### src/rtl/mxv_ctrl_if.sv
// Handshake and control bundle between the 8x4 matrix-vector controller and its datapath.
interface mxv_ctrl_if;
    logic       start;
    logic       in_valid;
    logic       in_ready;
    logic       busy;
    logic       done;
    logic       push_vector;
    logic       pop_vector;
    logic [7:0] push_matrix;
    logic [7:0] pop_matrix;
    logic [1:0] dmx_v_sltr;
    logic       mx_reg_sltr;
    logic       mx_a_sltr;
    logic       mx_b_sltr;
    logic       mx_c_sltr;
    logic       mx_d_sltr;
    logic       ena_proc_a;
    logic       ena_proc_b;
    logic       ena_proc_c;
    logic       ena_proc_d;
    logic       push_result;

    modport master (
        output start, in_valid,
        input  in_ready, busy, done, push_vector, pop_vector, push_matrix, pop_matrix,
               dmx_v_sltr, mx_reg_sltr, mx_a_sltr, mx_b_sltr, mx_c_sltr, mx_d_sltr,
               ena_proc_a, ena_proc_b, ena_proc_c, ena_proc_d, push_result
    );

    modport slave (
        input  start, in_valid,
        output in_ready, busy, done, push_vector, pop_vector, push_matrix, pop_matrix,
               dmx_v_sltr, mx_reg_sltr, mx_a_sltr, mx_b_sltr, mx_c_sltr, mx_d_sltr,
               ena_proc_a, ena_proc_b, ena_proc_c, ena_proc_d, push_result
    );
endinterface

### src/rtl/mxv_ctrl.sv
// Controller for an 8x4 matrix times 4-vector job: load, distribute, systolic compute, done.
// Optional feature: MXV_CTRL_PERF_CNT_EN adds a 16-bit saturating busy-cycle counter.
module mxv_ctrl (
    input  logic        clk,
    input  logic        rst,
`ifdef MXV_CTRL_PERF_CNT_EN
    output logic [15:0] perf_cycles,
`endif
    mxv_ctrl_if.slave   bus
);

    typedef enum logic [2:0] {
        IDLE,
        LOAD_VEC,
        LOAD_MAT,
        DIST_VEC,
        COMPUTE,
        DONE
    } state_t;

    typedef struct packed {
        logic [7:0] pop;
        logic [3:0] ena;
        logic [3:0] sel;
        logic       push;
    } sched_t;

    state_t     state;
    state_t     state_nxt;
    logic [5:0] cnt;
    logic [5:0] cnt_nxt;
    logic       xfer;

    logic       in_ready_d;
    logic       busy_d;
    logic       done_d;
    logic       push_vector_d;
    logic       pop_vector_d;
    logic [7:0] push_matrix_d;
    logic [1:0] dmx_d;
    sched_t     sched_d;

    // Column c works on row k-c in compute cycle k; its processor fires one cycle after the pop.
    function automatic sched_t compute_sched(input logic [3:0] k);
        sched_t s;
        int     row;
        s = '0;
        for (int c = 0; c < 4; c++) begin
            row = int'(k) - c;
            if (row >= 0 && row < 8)
                s.pop[(row >= 4 ? 3'd4 : 3'd0) + 3'(c)] = 1'b1;
            row = int'(k) - c - 1;
            if (row >= 0 && row < 8) begin
                s.ena[2'(c)] = 1'b1;
                s.sel[2'(c)] = (row >= 4);
            end
        end
        s.push = (k >= 4'd4) && (k <= 4'd11);
        return s;
    endfunction

    assign xfer = bus.in_valid && bus.in_ready;

    always_ff @(posedge clk) begin
        if (rst) begin
            state <= IDLE;
            cnt   <= '0;
        end else begin
            state <= state_nxt;
            cnt   <= cnt_nxt;
        end
    end

    always_comb begin
        state_nxt = state;
        cnt_nxt   = cnt;
        case (state)
            IDLE: begin
                if (bus.start) begin
                    state_nxt = LOAD_VEC;
                    cnt_nxt   = '0;
                end
            end
            LOAD_VEC: begin
                if (xfer) begin
                    if (cnt == 6'd3) begin
                        state_nxt = LOAD_MAT;
                        cnt_nxt   = '0;
                    end else begin
                        cnt_nxt = cnt + 6'd1;
                    end
                end
            end
            LOAD_MAT: begin
                if (xfer) begin
                    if (cnt == 6'd31) begin
                        state_nxt = DIST_VEC;
                        cnt_nxt   = '0;
                    end else begin
                        cnt_nxt = cnt + 6'd1;
                    end
                end
            end
            DIST_VEC: begin
                if (cnt == 6'd3) begin
                    state_nxt = COMPUTE;
                    cnt_nxt   = '0;
                end else begin
                    cnt_nxt = cnt + 6'd1;
                end
            end
            COMPUTE: begin
                if (cnt == 6'd11) begin
                    state_nxt = DONE;
                    cnt_nxt   = '0;
                end else begin
                    cnt_nxt = cnt + 6'd1;
                end
            end
            DONE: begin
                state_nxt = IDLE;
                cnt_nxt   = '0;
            end
            default: begin
                state_nxt = IDLE;
                cnt_nxt   = '0;
            end
        endcase
    end

    // Outputs are decoded from the next state so the registered copies line up with the state.
    always_comb begin
        in_ready_d    = (state_nxt == LOAD_VEC) || (state_nxt == LOAD_MAT);
        busy_d        = (state_nxt != IDLE);
        done_d        = (state_nxt == DONE);
        pop_vector_d  = (state_nxt == DIST_VEC);
        dmx_d         = (state_nxt == DIST_VEC) ? cnt_nxt[1:0] : 2'd0;
        push_vector_d = (state == LOAD_VEC) && xfer;
        push_matrix_d = '0;
        if (state == LOAD_MAT && xfer)
            push_matrix_d[{cnt[4], cnt[1:0]}] = 1'b1;
        sched_d = (state_nxt == COMPUTE) ? compute_sched(cnt_nxt[3:0]) : '0;
    end

    always_ff @(posedge clk) begin
        if (rst) begin
            bus.in_ready    <= 1'b0;
            bus.busy        <= 1'b0;
            bus.done        <= 1'b0;
            bus.push_vector <= 1'b0;
            bus.pop_vector  <= 1'b0;
            bus.push_matrix <= '0;
            bus.pop_matrix  <= '0;
            bus.dmx_v_sltr  <= '0;
            bus.mx_reg_sltr <= 1'b0;
            bus.mx_a_sltr   <= 1'b0;
            bus.mx_b_sltr   <= 1'b0;
            bus.mx_c_sltr   <= 1'b0;
            bus.mx_d_sltr   <= 1'b0;
            bus.ena_proc_a  <= 1'b0;
            bus.ena_proc_b  <= 1'b0;
            bus.ena_proc_c  <= 1'b0;
            bus.ena_proc_d  <= 1'b0;
            bus.push_result <= 1'b0;
        end else begin
            bus.in_ready    <= in_ready_d;
            bus.busy        <= busy_d;
            bus.done        <= done_d;
            bus.push_vector <= push_vector_d;
            bus.pop_vector  <= pop_vector_d;
            bus.push_matrix <= push_matrix_d;
            bus.pop_matrix  <= sched_d.pop;
            bus.dmx_v_sltr  <= dmx_d;
            bus.mx_reg_sltr <= 1'b0;
            bus.mx_a_sltr   <= sched_d.sel[0];
            bus.mx_b_sltr   <= sched_d.sel[1];
            bus.mx_c_sltr   <= sched_d.sel[2];
            bus.mx_d_sltr   <= sched_d.sel[3];
            bus.ena_proc_a  <= sched_d.ena[0];
            bus.ena_proc_b  <= sched_d.ena[1];
            bus.ena_proc_c  <= sched_d.ena[2];
            bus.ena_proc_d  <= sched_d.ena[3];
            bus.push_result <= sched_d.push;
        end
    end

`ifdef MXV_CTRL_PERF_CNT_EN
    // The accepting cycle is counted as the first cycle of the job.
    always_ff @(posedge clk) begin
        if (rst)
            perf_cycles <= '0;
        else if (state == IDLE && bus.start)
            perf_cycles <= 16'd1;
        else if (state != IDLE && perf_cycles != 16'hFFFF)
            perf_cycles <= perf_cycles + 16'd1;
    end
`endif

endmodule
### src/flat_wrapper.sv
// flat-port wrapper written by rule: the top's interface ports become plain ports
module mxv_ctrl_flat 
  (clk, rst, bus_start, bus_in_valid, bus_in_ready, bus_busy, bus_done, bus_push_vector, bus_pop_vector, bus_push_matrix, bus_pop_matrix, bus_dmx_v_sltr, bus_mx_reg_sltr, bus_mx_a_sltr, bus_mx_b_sltr, bus_mx_c_sltr, bus_mx_d_sltr, bus_ena_proc_a, bus_ena_proc_b, bus_ena_proc_c, bus_ena_proc_d, bus_push_result);
  mxv_ctrl_if bus_i ();
  input  logic clk;
  input  logic rst;
  input wire logic [$bits(bus_i.start)-1:0] bus_start;
  input wire logic [$bits(bus_i.in_valid)-1:0] bus_in_valid;
  output wire logic [$bits(bus_i.in_ready)-1:0] bus_in_ready;
  output wire logic [$bits(bus_i.busy)-1:0] bus_busy;
  output wire logic [$bits(bus_i.done)-1:0] bus_done;
  output wire logic [$bits(bus_i.push_vector)-1:0] bus_push_vector;
  output wire logic [$bits(bus_i.pop_vector)-1:0] bus_pop_vector;
  output wire logic [$bits(bus_i.push_matrix)-1:0] bus_push_matrix;
  output wire logic [$bits(bus_i.pop_matrix)-1:0] bus_pop_matrix;
  output wire logic [$bits(bus_i.dmx_v_sltr)-1:0] bus_dmx_v_sltr;
  output wire logic [$bits(bus_i.mx_reg_sltr)-1:0] bus_mx_reg_sltr;
  output wire logic [$bits(bus_i.mx_a_sltr)-1:0] bus_mx_a_sltr;
  output wire logic [$bits(bus_i.mx_b_sltr)-1:0] bus_mx_b_sltr;
  output wire logic [$bits(bus_i.mx_c_sltr)-1:0] bus_mx_c_sltr;
  output wire logic [$bits(bus_i.mx_d_sltr)-1:0] bus_mx_d_sltr;
  output wire logic [$bits(bus_i.ena_proc_a)-1:0] bus_ena_proc_a;
  output wire logic [$bits(bus_i.ena_proc_b)-1:0] bus_ena_proc_b;
  output wire logic [$bits(bus_i.ena_proc_c)-1:0] bus_ena_proc_c;
  output wire logic [$bits(bus_i.ena_proc_d)-1:0] bus_ena_proc_d;
  output wire logic [$bits(bus_i.push_result)-1:0] bus_push_result;
  assign bus_i.start = bus_start;
  assign bus_i.in_valid = bus_in_valid;
  assign bus_in_ready = bus_i.in_ready;
  assign bus_busy = bus_i.busy;
  assign bus_done = bus_i.done;
  assign bus_push_vector = bus_i.push_vector;
  assign bus_pop_vector = bus_i.pop_vector;
  assign bus_push_matrix = bus_i.push_matrix;
  assign bus_pop_matrix = bus_i.pop_matrix;
  assign bus_dmx_v_sltr = bus_i.dmx_v_sltr;
  assign bus_mx_reg_sltr = bus_i.mx_reg_sltr;
  assign bus_mx_a_sltr = bus_i.mx_a_sltr;
  assign bus_mx_b_sltr = bus_i.mx_b_sltr;
  assign bus_mx_c_sltr = bus_i.mx_c_sltr;
  assign bus_mx_d_sltr = bus_i.mx_d_sltr;
  assign bus_ena_proc_a = bus_i.ena_proc_a;
  assign bus_ena_proc_b = bus_i.ena_proc_b;
  assign bus_ena_proc_c = bus_i.ena_proc_c;
  assign bus_ena_proc_d = bus_i.ena_proc_d;
  assign bus_push_result = bus_i.push_result;
  mxv_ctrl u_core (.clk(clk), .rst(rst), .bus(bus_i));
endmodule
### config.mk
export PLATFORM = sky130hd
export DESIGN_NAME = mxv_ctrl_flat
export DESIGN_NICKNAME = d
export VERILOG_FILES = /design/src/rtl/mxv_ctrl_if.sv /design/src/rtl/mxv_ctrl.sv /design/src/flat_wrapper.sv
export SDC_FILE = /design/constraint.sdc
export NUM_CORES = 1
export LEC_CHECK = 0
export ABC_AREA = 0
export BUFFER_PORTS_ARGS = -buffer_cell sky130_fd_sc_hd__clkbuf_2
export CAP_MARGIN = 20
export CORE_MARGIN = 4
export CORE_UTILIZATION = 51
export CTS_CLUSTER_SIZE = 8
export DETAILED_ROUTE_END_ITERATION = 6
export PLACE_DENSITY = 0.72
export SLEW_MARGIN = 20
export SYNTH_ARGS = -nofsm -noshare
export SYNTH_HDL_FRONTEND = slang
export SYNTH_SLANG_ARGS = --single-unit
### constraint.sdc
create_clock -name clk -period 4.7 [get_ports clk]
set_input_delay 0.47 -clock clk [delete_from_list [all_inputs] [get_ports clk]]
set_output_delay 0.47 -clock clk [all_outputs]
set_load 0.1 [all_outputs]
==> results of run 1 <==
==> worst max-delay path, stage by stage, from the launching register on <==
cell	delay (ns)
dfxtp_1	0.45
ha_1	0.25
nor4b_4	0.34
nand2_1	0.16
a211oi_2	0.47
or2_2	0.29
ha_1	0.16
buf_4	0.17
nand2b_1	0.12
mux2i_4	0.24
nand3_1	0.15
ha_1	0.30
nor4b_1	0.29
nand2_1	0.09
nor3_1	0.23
and4_1	0.21
==> cell usage in the layout, fill, tap and decap left out, drive strengths merged, types with 5 or more instances in the layout <==
| cell type | instances |
|---|---|
| a21oi | 8 |
| inv | 10 |
| nand3 | 12 |
| nor3 | 8 |
| nor4b | 5 |
| clkbuf | 37 |
| nand2 | 17 |
| nor2 | 26 |
| conb | 5 |
| dfxtp | 37 |
| o21ai | 9 |
| nand2b | 6 |
| and3 | 6 |
| ha | 20 |
==> state kept, by name (all words and copies together), names as in the netlist <==
register	cells
u_core.bus.pop_matrix	8
u_core.bus.push_matrix	8
u_core.cnt	6
u_core.state	3
u_core.bus.dmx_v_sltr	2
u_core.bus.busy	1
u_core.bus.done	1
u_core.bus.ena_proc_a	1
u_core.bus.ena_proc_b	1
u_core.bus.in_ready	1
u_core.bus.mx_a_sltr	1
u_core.bus.mx_b_sltr	1
u_core.bus.pop_vector	1
u_core.bus.push_result	1
u_core.bus.push_vector	1
==> cells in the mapped netlist, types with 2 or more instances <==
| cell type | n |
|---|---|
| dfxtp_1 | 37 |
| nor2_1 | 26 |
| ha_1 | 20 |
| nand2_1 | 17 |
| nand3_1 | 12 |
| inv_1 | 9 |
| a21oi_1 | 8 |
| o21ai_0 | 8 |
| nor3_1 | 7 |
| and3_1 | 6 |
| buf_4 | 6 |
| buf_2 | 5 |
| nand2b_1 | 5 |
| clkbuf_1 | 4 |
| nand3b_1 | 4 |
| nor4b_1 | 4 |
| and2_1 | 3 |
| nor2b_1 | 3 |
| nor3b_1 | 3 |
| or2_2 | 3 |
| xnor2_1 | 3 |
| xor2_1 | 3 |
| a211oi_2 | 2 |
| mux2i_1 | 2 |
| nand4b_1 | 2 |
| nor4_1 | 2 |
| o21a_1 | 2 |
| or3_1 | 2 |
==> final cells by class <==
cell class                      count  area, um^2
Inverter                           10        37.5
Tap cell                           50        62.6
Sequential cell                    37         741
Clock inverter                      1        7.51
Timing Repair Buffer               34         178
Fill cell                         391        1640
Multi-Input combinational cell    179        1280
Clock buffer                        6        82.6
==> final timing paths <==
path / start / slack [ns] / cells after the start / end
max reg2reg: u_core.cnt[1] / 0.74 / 15 / u_core.bus.mx_b_sltr
min: bus_in_valid / 0.56 / 3 / u_core.bus.push_vector
min reg2reg: u_core.cnt[1] / 0.57 / 2 / u_core.bus.push_matrix[2]
max: u_core.cnt[1] / 0.74 / 15 / u_core.bus.mx_b_sltr
==> power by group <==
part	switching, mW	internal, mW	total [mW]
combinational	0.0647	0.0241	0.0889
clock	0.117	0.116	0.233
sequential	0.00554	0.316	0.322
==> cells by family after synthesis <==
| logic type | after synthesis |
|---|---|
| compound gates | 35 |
| xor+xnor | 7 |
| fa+ha+maj | 20 |
| buf+inv | 26 |
| flops | 37 |
| mux | 4 |
| other cells | 1 |
| simple gates | 108 |
==> metrics by stage <==
| step | utilization, % | power [mW] | setup slack [ns] | cells | hold slack (ns) |
|---|---|---|---|---|---|
| 3_5_place_dp | 57.2 | 0.418 | 0.749 | 310 | 0.563 |
| 2_1_floorplan | - | 0.406 | 0.611 | 242 | 0.515 |
| 6_report | 59.4 | 0.644 | 0.737 | 317 | 0.557 |
| 5_1_grt | 59.4 | 0.671 | 0.401 | 317 | 0.594 |
| 3_3_place_gp | 57.2 | 0.418 | 0.853 | 310 | 0.553 |
| 4_1_cts | 59.4 | 0.648 | 0.742 | 317 | 0.547 |
==> layer usage <==
layer / up-vias / part of all wire, %
met3: 7 / 5.0
met2: 43 / 47
li1: 875 / -
met5: - / 0
met4: 0 / 1.3
met1: 797 / 47
==> flow_metrics.tcl, run 1 <==
set metrics [dict create \
    rsz0062_at_grt "no" \
    stdcell_area_um2 2390 \
    fin_tns_setup_ns 0 \
    finalMaxSlewViolations 0 \
    worst_ep_arrival_time_ns 4.21 \
    clk_pin_slew_ns 0.08 \
    skew_ns 0.00844 \
    core_area_um2 4030 \
    cp-start-kind "flop" \
    netlist_instances 238 \
    synth_edf_count 0 \
    die-height_um 72.8 \
    post_cts_buffers 0 \
    use_met2_pct 26.2 \
    wl_per_cell_um 13.2 \
    drive_gt1_share_pct 23.2 \
    period_share_pct 84.3 \
    grt_pass1_wl_um 7020 \
    die_area_um2 5310 \
    cts_hold_buf 0 \
    synth_top_area_cell "dfxtp_1" \
    totalWireLength_um 4170 \
    crit_fanout 8 \
    min_path_type "input port to flop" \
    synth_compound_area_share_pct 12.4 \
    ys_seq_area_share_pct 34.5 \
    finalNetCount 291 \
    avgSynthCellArea_um2 9.01 \
    placed_area_um2 2300 \
    ys_warn_count 0 \
    status "complete, no violations" \
    viasPerCell 5.43 \
    synthToLayoutAreaGrowth_pct 11.6 \
    portBuffers 31 \
    cts_buffers 5 \
    clockBufferDepth 2 \
    cts_tree "yes" \
    synth.area.mux_share_pct 2.68 \
    synth.distinct_cells 58 \
    h-tree-depth 2 \
    hold_viol_final 0 \
    busiest_layer "met2" \
    ir_worst_vdd_uv 123 \
    cp.required_ns 4.94 \
    num_vias 1722 \
    start_util_pct 53.2 \
    synthFlopType "dfxtp_1" \
    async_flop_share_pct 0 \
    use_met3_pct 4.96 \
    synthTopCellsByArea "dfxtp_1, ha_1, nor2_1" \
    setup_viol 0 \
    endpoint_kind "flop" \
    antenna_cells 0 \
    slew_headroom_pct 63.8 \
    insertion_delay_ns 0.30 \
    synth_top_family_by_area "simple AND/OR/NAND/NOR gates" \
    gp_congestion 0.870 \
    pwr_density_cell_nw_per_um2 269 \
    synth_simple_gate_area_share_pct 28.5 \
    use_met1_pct 22.5 \
    min_period_ns 3.96 \
    ys_ff_latch 37 \
    tightestPinTransition_ns 0.545 \
    maxCapViolations 0 \
    num_rows 23 \
    grt_max_degree 19 \
    io_pins 37 \
    die_w_um 72.8 \
    critical_path_class "flop to flop" \
    synthesis.area_um2 2140 \
    synth_top_cell_area_share_pct 34.5 \
    synthAdderAreaFrac_pct 11.7 \
    max_freq_mhz 252 \
    hpwl_um 3080 \
    cts_resized 0 \
    grt_pass1_vias 1554 \
    synth_xor_area_share_pct 3.73 \
    cts_sinks 37 \
    postRouteAntennaNets 0 \
    antenna_found_initial 0 \
    first_iter_violations 143 \
    cts-root-buf "clkbuf_8" \
    first_pass_iters 5 \
    leakagePower_nw 1.02 \
    drc_errors 0 \
    grt_use_total_pct 16.9 \
    grt.overflow.total 0 \
]
Power figures use the tool's default switching activity.
==> run 2: changes to the inputs <==
Clock period 4.7 ns to 4.1 ns, I/O delays scaled along.
==> flow_metrics.tcl, run 2 (synthesis results as in run 1) <==
set metrics [dict create \
    worst_ep_arrival_time_ns 4.09 \
    slew_headroom_pct 63.9 \
    clockBufferDepth 2 \
    multi_input_area_um2 1290 \
    min_path_cells 1 \
    p_comb_share_pct 15.4 \
    die_w_um 72.8 \
    h-tree-depth 2 \
    fin_tns_setup_ns 0 \
    first_iter_violations 160 \
    stdcell_area_um2 2490 \
    drive_gt1_share_pct 28.2 \
    final_common_cell "dfxtp_1" \
    worst_r2r_path_depth 16 \
    tightestPinTransition_ns 0.544 \
    critical_path_class "flop to flop" \
    n_fill_cell 371 \
    cp-start-kind "flop" \
    die-height_um 72.8 \
    insertion_delay_ns 0.29 \
    endpoint_kind "flop" \
    final_cell_mix "dfxtp_1, clkbuf_2, nor2_1" \
    ir_worst_vdd_uv 152 \
    finalMaxSlewViolations 0 \
    hold_viol_final 0 \
    antenna_found_initial 0 \
    wl_per_cell_um 13.6 \
    netSwitchingFraction_pct 29.6 \
    regArea_um2 743 \
    r2r_slack_ns 0.25 \
    timing.rr.start "u_core.cnt[1]" \
    crit_fanout 8 \
    start_util_pct 53.2 \
    status "complete, no violations" \
    max_freq_mhz 260 \
    cp.required_ns 4.33 \
    cts_tree "yes" \
    grt.overflow.total 0 \
    placed_area_um2 2340 \
    skew_ns 0.00866 \
    setup_viol 0 \
    grt_use_total_pct 17.7 \
    viasPerCell 5.30 \
    postRouteAntennaNets 0 \
    antenna_cells 0 \
    maxCapViolations 0 \
    grt_max_degree 19 \
    grt_pass1_vias 1701 \
    core_area_um2 4030 \
    clkPwrFrac_pct 34.1 \
    synthToLayoutAreaGrowth_pct 16.0 \
    cts_buffers 5 \
    r2r_end "u_core.bus.mx_b_sltr" \
    hold_path.startpoint "u_core.cnt[1]" \
    num_vias 1750 \
    p_sw_mw 0.216 \
    num_rows 23 \
    pwr_density_cell_nw_per_um2 294 \
    min_path_type "flop to flop" \
    io_pins 37 \
    top_regs "u_core.bus.pop_matrix (8), u_core.bus.push_matrix (8), u_core.cnt (6)" \
    die_area_um2 5310 \
    hpwl_um 3300 \
    utilization_pct 61.7 \
    hold_end "u_core.bus.push_matrix[1]" \
    min_period_ns 3.85 \
    crit_path_start "u_core.cnt[1]" \
    finalNetCount 303 \
    period_share_pct 94.0 \
    intPower_mw 0.514 \
    whs_ns 0.512 \
    gp_congestion 0.908 \
    cts-root-buf "clkbuf_8" \
    grt_pass1_wl_um 7490 \
    drc_errors 0 \
    cts_sinks 37 \
    seqPwrFrac_pct 50.6 \
    totalWireLength_um 4500 \
    clk_pin_slew_ns 0.08 \
    leakagePower_nw 1.08 \
    portBuffers 31 \
    first_pass_iters 4 \
]
[run 2: cell type report]
class                   instances  area share (%)
flip-flops and latches         37            29.9
clock inverters                 3           0.704
well taps                      50            2.52
clock buffers                   5            2.77
repair buffers                 46            10.7
multi-input cells             179            52.0
inverters                      10            1.51
[run 2: per-layer routing]
layer | part of all wire, % | up-vias | track usage (%)
met5 | 0 | - | 0
met4 | 1.5 | 0 | 6.35
met3 | 3.3 | 8 | 3.72
met2 | 48 | 24 | 29.4
met1 | 47 | 818 | 22.8
li1 | - | 900 | -
[run 2: worst max-delay path by stage]
| stage | endpoint | slack [ns] | depth (start not counted) |
|---|---|---|---|
| floorplan | u_core.bus.mx_b_sltr | 0.01 | 15 |
| global placement | u_core.bus.mx_b_sltr | 0.28 | 15 |
| detailed placement | u_core.bus.mx_b_sltr | 0.09 | 15 |
| CTS | u_core.bus.mx_b_sltr | 0.06 | 15 |
| global route | u_core.bus.mx_b_sltr | -0.005 | 16 |
| finish | u_core.bus.mx_b_sltr | 0.25 | 16 |
[run 2: stage by stage]
stage	setup slack, ns	power (mW)	cells
finish	0.247	0.730	330
global placement	0.285	0.480	315
global route	-0.00531	0.765	330
detailed placement	0.0852	0.481	315
floorplan	0.0114	0.465	242
CTS	0.0562	0.733	323
[run 2: power groups by stage]
stage | clock network [mW] | registers, mW | logic, mW
5_1_grt | 0.275 | 0.370 | 0.120
3_5_place_dp | 0 | 0.377 | 0.104
3_3_place_gp | 0 | 0.377 | 0.103
4_1_cts | 0.260 | 0.369 | 0.105
2_1_floorplan | 0 | 0.389 | 0.0760
6_report | 0.249 | 0.369 | 0.112
[run 2: repair_timing]
item | in CTS | in global routing
setup buffers | 0 | 7
resized for setup | 0 | 4
hold buffers | 0 | 0
endpoints found under the setup margin | 0 | 2
[run 2: worst max-delay path: stages (launching register included)]
cell,delay [ns]
dfxtp_2,0.40
ha_1,0.22
nor4b_4,0.34
nand2b_2,0.13
a311oi_1,0.33
o31a_2,0.26
ha_1,0.17
inv_1,0.06
o31ai_4,0.28
xor2_4,0.23
clkbuf_2,0.21
nand3_1,0.09
ha_1,0.28
nor4b_1,0.25
nand2_1,0.10
nor3_1,0.24
and4_1,0.21
==> run 3: changes to the inputs <==
Settings changed: CELL_PAD_IN_SITES_DETAIL_PLACEMENT from default to 1, CELL_PAD_IN_SITES_GLOBAL_PLACEMENT from default to 2, CORE_UTILIZATION 51 to 34, PLACE_DENSITY 0.72 to 0.77.
==> flow_metrics.tcl, run 3 (synthesis results as in run 1) <==
set metrics [dict create \
    grt_use_total_pct 14.3 \
    cpPeakStageDelay_ns 0.40 \
    whs_ns 0.508 \
    insertion_delay_ns 0.29 \
    finalNetCount 303 \
    grt_max_degree 19 \
    rsz0062_at_grt "no" \
    leakagePower_nw 1.08 \
    antenna_cells 0 \
    setup_ws_ns 0.379 \
    worst_ep_arrival_time_ns 3.96 \
    cts_tree "yes" \
    totalWireLength_um 5240 \
    pre_cts_ws_ns 0.116 \
    slew_headroom_pct 62.6 \
    setup_viol 0 \
    max_freq_mhz 269 \
    cts-root-buf "clkbuf_8" \
    hold_viol_final 0 \
    viasPerCell 5.05 \
    first_iter_violations 96 \
    r2r_slack_ns 0.38 \
    grt.overflow.total 0 \
    maxCapViolations 0 \
    first_pass_iters 4 \
    finalNonFillerCells 355 \
    cts_sinks 37 \
    gp_congestion 0.802 \
    h-tree-depth 2 \
    cp-start-kind "flop" \
    clockBufferDepth 2 \
    final_common_cell "dfxtp_1" \
    die_area_um2 7640 \
    tightestPinTransition_ns 0.563 \
    finalMaxSlewViolations 0 \
    drive_gt1_share_pct 28.9 \
    antenna_found_initial 0 \
    status "complete, no violations" \
    dp_cells 340 \
    grt_pass1_wl_um 8730 \
    fin_tns_setup_ns 0 \
    min_path_type "input port to flop" \
    cp.required_ns 4.34 \
    wl_per_cell_um 14.8 \
    drc_errors 0 \
    synthToLayoutAreaGrowth_pct 18.7 \
    cts_hold_buf 0 \
    num_rows 28 \
    critical_path_class "flop to flop" \
    n_fill_cell 720 \
    cp_slowest_cell "dfxtp_2" \
    postRouteAntennaNets 0 \
    core_area_um2 6030 \
    die-height_um 87.4 \
    start_util_pct 35.6 \
    cts_buffers 5 \
    clk_pin_slew_ns 0.08 \
    grt_pass1_vias 1789 \
    top_regs "u_core.bus.pop_matrix (8), u_core.bus.push_matrix (8), u_core.cnt (6)" \
    period_share_pct 90.8 \
    path_cells "ha_1 > nor4b_4 > nand2b_2 > a311oi_1 > o31a_2 > ha_1 > inv_1 > o31ai_4 > xor2_4 > nand3_1 > ha_1 > nor4b_2 > nand2_1 > nor3_2 > and4_1" \
    hpwl_um 3860 \
    num_vias 1794 \
    final_cell_mix "dfxtp_1, clkbuf_2, nor2_1" \
    utilization_pct 42.3 \
    crit_fanout 8 \
    die_w_um 87.4 \
    skew_ns 0.00466 \
    endpoint_kind "flop" \
    ir_worst_vdd_uv 151 \
    pwr_density_cell_nw_per_um2 290 \
    min_period_ns 3.72 \
    io_pins 37 \
    portBuffers 31 \
    cp_common_cell "ha_1" \
]
-- run 3: cell types whose count changed in the layout (fill, tap and decap cells not counted), sizes merged --
cell / change
xor2: +1
clkbuf: -1
-- run 3: through the flow --
step | total power, mW | area [um^2]
3_5_place_dp | 0.484 | 2370
6_report | 0.738 | 2550
5_1_grt | 0.776 | 2550
2_1_floorplan | 0.465 | 2160
4_1_cts | 0.744 | 2460
3_3_place_gp | 0.484 | 2370
-- run 3: final cells by class --
cell class | instances | area [um^2] | share of cell area [%]
clock buffers | 5 | 68.8 | 2.70
inverters | 10 | 37.5 | 1.47
repair buffers | 45 | 260 | 10.2
multi-input cells | 180 | 1330 | 52.1
flip-flops and latches | 37 | 742 | 29.1
clock inverters | 3 | 17.5 | 0.688
well taps | 75 | 93.8 | 3.69
-- run 3: timing repair --
item / CTS / global route
setup endpoints to repair: 0 / 2
setup buffers: 0 / 6
gates resized for setup: 0 / 6
endpoints found under the hold margin: 0 / 0
-- run 3: per-layer routing --
layer	vias up	GRT usage (%)	routed length [um]
met5	-	0	0
met3	7	2.65	172
li1	901	-	-
met4	0	4.18	62
met1	858	19.3	2520
met2	28	23.3	2480
-- run 3: worst max-delay path, delay by kind of cell (launching register included) --
kind / cells / cell delay, ns
xor+xnor: 1 / 0.24
buf+inv: 1 / 0.06
simple gates: 7 / 1.37
flops: 1 / 0.40
compound gates: 3 / 0.89
fa+ha+maj: 3 / 0.70
-- run 3: power by group --
group | total (mW) | switching [mW] | internal, mW
clock network | 0.257 | 0.139 | 0.117
registers | 0.369 | 0.00651 | 0.363
logic | 0.112 | 0.0796 | 0.0327
-- run 3: worst paths after layout --
path	end	start	cells after the start
hold reg to reg	u_core.cnt[5]	u_core.cnt[5]	2
hold / removal	u_core.bus.push_vector	bus_in_valid	3
setup / recovery	u_core.bus.mx_b_sltr	u_core.cnt[0]	15
setup reg to reg	u_core.bus.mx_b_sltr	u_core.cnt[0]	15
